===== src/rtl/xbar_flow_eval.sv =====
// Run-time programmable crossbar evaluator: flow is injected on SRC_ROW and propagated
// through conducting cells until the reachable wordline/bitline sets stop growing.
module xbar_flow_eval #(
    parameter int unsigned ROWS     = 4,
    parameter int unsigned COLS     = 4,
    parameter int unsigned NVARS    = 4,
    parameter int unsigned SRC_ROW  = 0,
    parameter int unsigned OUT_ROW  = 1,
    parameter int unsigned MAX_ITER = ROWS + COLS,
    parameter int unsigned RW       = (ROWS > 1) ? $clog2(ROWS) : 1,
    parameter int unsigned CW       = (COLS > 1) ? $clog2(COLS) : 1,
    parameter int unsigned VW       = (NVARS > 1) ? $clog2(NVARS) : 1,
    parameter int unsigned IW       = $clog2(MAX_ITER + 1)
) (
    input  logic            clk,
    input  logic            rst_n,
    input  logic            cfg_we,
    input  logic [RW-1:0]   cfg_row,
    input  logic [CW-1:0]   cfg_col,
    input  logic [1:0]      cfg_mode,
    input  logic [VW-1:0]   cfg_var,
    output logic            cfg_err,
    input  logic            start,
    input  logic [NVARS-1:0] vars,
    output logic            busy,
    output logic            done,
    output logic            result,
    output logic            converged,
    output logic [IW-1:0]   iter_count,
    output logic [ROWS-1:0] row_flow
);

    typedef enum logic [1:0] {StIdle, StLoad, StProp, StDone} state_e;

    state_e                      state_q;
    logic [1:0]                  mode_q [ROWS][COLS];
    logic [VW-1:0]               sel_q  [ROWS][COLS];
    logic [NVARS-1:0]            vars_q;
    logic [ROWS-1:0][COLS-1:0]   g_q, g_d;
    logic [ROWS-1:0]             row_q, row_n;
    logic [COLS-1:0]             col_q, col_n;
    logic                        cfg_ok;
    logic                        fixpoint;
    logic                        at_limit;

    // Variable index only matters for the var / negated-var modes.
    assign cfg_ok = (32'(cfg_row) < ROWS) && (32'(cfg_col) < COLS) &&
                    (!cfg_mode[1] || (32'(cfg_var) < NVARS));

    always_ff @(posedge clk or negedge rst_n) begin
        if (!rst_n) begin
            for (int r = 0; r < int'(ROWS); r++) begin
                for (int c = 0; c < int'(COLS); c++) begin
                    mode_q[r][c] <= 2'b00;
                    sel_q[r][c]  <= '0;
                end
            end
            cfg_err <= 1'b0;
        end else begin
            cfg_err <= 1'b0;
            if (cfg_we) begin
                if (state_q == StIdle && cfg_ok) begin
                    mode_q[cfg_row][cfg_col] <= cfg_mode;
                    sel_q[cfg_row][cfg_col]  <= cfg_var;
                end else begin
                    cfg_err <= 1'b1;
                end
            end
        end
    end

    always_comb begin
        g_d = '0;
        for (int r = 0; r < int'(ROWS); r++) begin
            for (int c = 0; c < int'(COLS); c++) begin
                case (mode_q[r][c])
                    2'b00:   g_d[r][c] = 1'b0;
                    2'b01:   g_d[r][c] = 1'b1;
                    2'b10:   g_d[r][c] = vars_q[sel_q[r][c]];
                    default: g_d[r][c] = ~vars_q[sel_q[r][c]];
                endcase
            end
        end
    end

    // One propagation step: bitlines from current wordlines, then wordlines from new bitlines.
    always_comb begin
        col_n = '0;
        for (int c = 0; c < int'(COLS); c++) begin
            for (int r = 0; r < int'(ROWS); r++) begin
                col_n[c] = col_n[c] | (row_q[r] & g_q[r][c]);
            end
        end
        row_n = '0;
        row_n[SRC_ROW] = 1'b1;
        for (int r = 0; r < int'(ROWS); r++) begin
            for (int c = 0; c < int'(COLS); c++) begin
                row_n[r] = row_n[r] | (col_n[c] & g_q[r][c]);
            end
        end
    end

    assign fixpoint = (row_n == row_q) && (col_n == col_q);
    assign at_limit = (32'(iter_count) + 32'd1) >= MAX_ITER;

    always_ff @(posedge clk or negedge rst_n) begin
        if (!rst_n) begin
            state_q    <= StIdle;
            vars_q     <= '0;
            g_q        <= '0;
            row_q      <= '0;
            col_q      <= '0;
            iter_count <= '0;
            busy       <= 1'b0;
            done       <= 1'b0;
            result     <= 1'b0;
            converged  <= 1'b0;
            row_flow   <= '0;
        end else begin
            done <= 1'b0;
            unique case (state_q)
                StIdle: begin
                    if (start) begin
                        vars_q    <= vars;
                        busy      <= 1'b1;
                        result    <= 1'b0;
                        converged <= 1'b0;
                        row_flow  <= '0;
                        state_q   <= StLoad;
                    end
                end
                StLoad: begin
                    g_q            <= g_d;
                    row_q          <= '0;
                    row_q[SRC_ROW] <= 1'b1;
                    col_q          <= '0;
                    iter_count     <= '0;
                    state_q        <= StProp;
                end
                StProp: begin
                    row_q      <= row_n;
                    col_q      <= col_n;
                    iter_count <= iter_count + 1'b1;
                    if (fixpoint || at_limit) begin
                        converged <= fixpoint;
                        done      <= 1'b1;
                        result    <= row_n[OUT_ROW];
                        row_flow  <= row_n;
                        state_q   <= StDone;
                    end
                end
                StDone: begin
                    busy    <= 1'b0;
                    state_q <= StIdle;
                end
                default: state_q <= StIdle;
            endcase
        end
    end

endmodule


===== config.mk =====
export PLATFORM = sky130hd
export DESIGN_NAME = xbar_flow_eval
export DESIGN_NICKNAME = d
export VERILOG_FILES = /design/src/rtl/xbar_flow_eval.sv
export SDC_FILE = /design/constraint.sdc
export NUM_CORES = 1
export LEC_CHECK = 0
export ABC_CLOCK_PERIOD_IN_PS = 5600
export BUFFER_PORTS_ARGS = -buffer_cell sky130_fd_sc_hd__buf_2
export CORE_ASPECT_RATIO = 1.4
export CORE_MARGIN = 2
export CORE_UTILIZATION = 50
export CTS_CLUSTER_DIAMETER = 200
export DETAILED_ROUTE_END_ITERATION = 12
export GPL_ROUTABILITY_DRIVEN = 0
export PLACE_DENSITY_LB_ADDON = 0.12
export SYNTH_ARGS = -nofsm -noshare
export SYNTH_HDL_FRONTEND = slang
export SYNTH_SLANG_ARGS = --single-unit
export TNS_END_PERCENT = 10

===== constraint.sdc =====
create_clock -name clk -period 5.6 [get_ports clk]
set_input_delay 0.28 -clock clk [delete_from_list [all_inputs] [get_ports clk]]
set_output_delay 0.28 -clock clk [all_outputs]
set_load 0.02 [all_outputs]

==> summary.txt <==
Critical path
  • Worst path arrival time: 2.68 ns
  • Max incr delay on CP: 0.45 ns
  • CP max stage cell: dfrtp_1
  • CP max FO: 6
  • Startpoint types: register
  • CP Data Required Time: 5.83 ns
  • Worst setup EP type: register
  • Critical path cell sequence: a22o_2 -> a221oi_4 -> o2111ai_1 -> xnor2_1 -> nand4_2 -> a31oi_1 -> mux2_1
  • WS Path Type: reg -> reg

Yosys
  • Share of async-settable or async-resettable flops after synthesis: 100.0%
  • Synthesized flop and latch total: 106
  • Mapped cell area: 5109 µm²
  • Post-synth EDFFs: 0
  • Netlist cell types: 42
  • Syn. warnings: 0
  • Most area-consuming cells after synthesis: dfrtp_1 (52%), mux2_2 (15%), mux4_2 (7.1%)
  • Syn_nets: 441
  • Yosys top cell area share: 51.92%
  • Synth Area per Inst: 12.19 µm²
  • Cells after Synth: 419
  • Yosys top cell by area: dfrtp_1
  • Top_reg_cell synth: dfrtp_1
  • Seq/Total Area, Yosys: 51.92%

Global routing
  • GRT overflow: 0
  • Vias in the first global route: 3413
  • Initial antenna violation count: 0
  • Global-route wire length before repair: 17330 µm
  • Gr usage total: 21.19%
  • Largest net degree at the start of global routing: 75

Routing
  • Max Used Layer: met4
  • Drt initial violations: 134
  • Routed length on met2: 5788 µm
  • Met1 WL: 4297 µm
  • Routed wire length: 10570 µm
  • Final ANT Viol Nets: 0
  • Drt first pass iters: 4
  • DRC: 0
  • Metal3 WL: 246 µm
  • Drt via density: 5.609
  • WL per Instance: 18.19 µm
  • Routed vias: 3259

Clock network
  • Post-CTS Setup Inserts: 0
  • Clock sinks: 106
  • CTS H-tree depth: 3
  • CTS Root Cell: clkbuf_16
  • Clk Latency, worst-skew pair: 0.35 ns
  • Clock buffer count from CTS: 9
  • Clock buffer depth: 2
  • CTS tree: built
  • Reg clk slew, reported paths: 0.07 ns

Layout
  • Area grow syn2layout: 11.05%
  • Layout cell share with drive strength beyond 1: 31.39%
  • Layout Utilization: 57.00%
  • Nets: 464
  • Fin area: 5673 µm²
  • Commonest non-fill, non-tap cells in the layout: dfrtp_1 (106), mux2_2 (68), nor2_1 (32)
  • N_diodes: 0
  • Commonest non-fill, non-tap cell in the layout: dfrtp_1

Placement
  • IO buf count: 28
  • Placed cell area: 5345 µm²
  • HPWL after DPL: 7128 µm

Timing
  • Fmax: 409.3 MHz
  • Worst Tran Pin Value: 0.9821 ns
  • Final setup violation count: 0
  • Final period demand of the worst path: 2.443 ns
  • Count of final hold-check violations: 0
  • Clock Skews: 0.007454 ns
  • Total negative setup slack: 0 ns
  • Slew Limit Fails: 0
  • Hold WS: 0.1621 ns
  • RSZ-0062 raised after global routing: no
  • Final worst path period share: 43.63%
  • Rel. slew slack: 34.53%

Worst hold path
  • Worst hold path type: in -> reg

Floorplan
  • Chip height: 123.6 µm
  • Die X: 89.43 µm
  • Cell Rows: 43
  • Top Ports: 29
  • Initial core utilization: 51.33%
  • Core area: 9953 µm²
  • Die Footprint: 11050 µm²

Pwr
  • Leakage: 2.543 nW
  • PwrDens: 577.6 nW/µm²
  • Total power: 3.277 mW
  • Worst VDD drop: 0.2997 mV

Job
  • Maxcap violations: 0

Status
  • Status: complete, no violations
## stage by stage
step / setup WS (ns) / instances
2_1_floorplan: 3.415 / 419
3_3_place_gp: 3.195 / 565
3_5_place_dp: 3.169 / 565
4_1_cts: 3.163 / 581
5_1_grt: 3.001 / 581
6_report: 3.157 / 581
## final timing paths
check	startpoint	end	slack, ns	cells past startpoint
max in group asynchronous	rst_n	mode_q[30]	3.93	3
max	row_q[3]	state_q[1]	3.16	7
min reg2reg	mode_q[3]	mode_q[3]	0.51	1
min	vars[2]	vars_q[2]	0.16	2
min in group asynchronous	rst_n	done	0.40	2
max reg2reg	row_q[3]	state_q[1]	3.16	7
## cell usage after synthesis (2+ instances only)
master / instances
mux4_2: 16
mux2i_1: 3
o2111ai_1: 3
xnor2_1: 6
inv_1: 18
a221o_1: 3
nor2_1: 32
a21oi_1: 22
nand2_1: 30
o22ai_1: 5
nand2b_1: 3
nor3_1: 3
nor2b_1: 2
ha_1: 6
buf_4: 2
mux2_2: 68
clkbuf_1: 15
nand3_1: 11
o21ai_0: 21
and3_1: 2
a22o_2: 7
xor2_1: 16
dfrtp_1: 106
## sequential cells by signal, summed over array words and instances, names as in the netlist
name,count
done,1
col_q,4
g_q,16
row_q,4
state_q,2
vars_q,4
converged,1
mode_q,32
iter_count,4
sel_q,32
busy,1
cfg_err,1
row_flow,4
## kinds of logic (layout without fill, tap and decap cells)
logic type | Yosys count | in the layout | synth area share, %
xor gates and xnor gates | 22 | 22 | 3.772
buffers and inverters | 36 | 63 | 2.939
adders and majority gates | 6 | 6 | 1.469
muxes | 88 | 88 | 22.85
AOI/OAI and AO/OA | 68 | 68 | 8.671
and+or+nand+nor | 93 | 93 | 8.377
DFF | 106 | 106 | 51.92
## per-layer routing
metal  GRT usage [%]  vias to the layer above
met5               0                        -
met4           8.302                        0
met3           4.109                       18
met2           38.19                       49
met1           24.32                     1657
li1                -                     1535
## cell type report
| cell class | count | area [µm²] |
|---|---|---|
| fill | 859 | 4280 |
| sequential | 106 | 2653 |
| multi-input combinational | 277 | 2306 |
| clock buffer | 10 | 239.0 |
| tap | 135 | 168.9 |
| timing repair buffer | 30 | 160.2 |
| clock inverter | 5 | 78.83 |
| inverter | 18 | 67.56 |
## worst max-delay path: cells and delay by family (launching register included)
family           cells  cell delay [ns]
AO/OA/AOI/OAI        4             1.10
XOR/XNOR             1             0.24
flip-flops           1             0.45
multiplexers         1             0.34
AND/OR/NAND/NOR      1             0.19
## timing repair
item | 4_1_cts | 5_1_grt
endpoints found under the hold margin | 32 | 0
hold buffers | 1 | 0
gates resized for setup | 0 | 0
## power by group
group,switching (mW),leakage [nW],total [mW],internal (mW)
combinational,0.564,1.02,1.19,0.626
clock,0.272,0.158,0.673,0.401
sequential,0.313,1.36,1.41,1.10
total,1.15,2.54,3.28,2.13
Note: power is estimated with default switching activity, not from simulation.
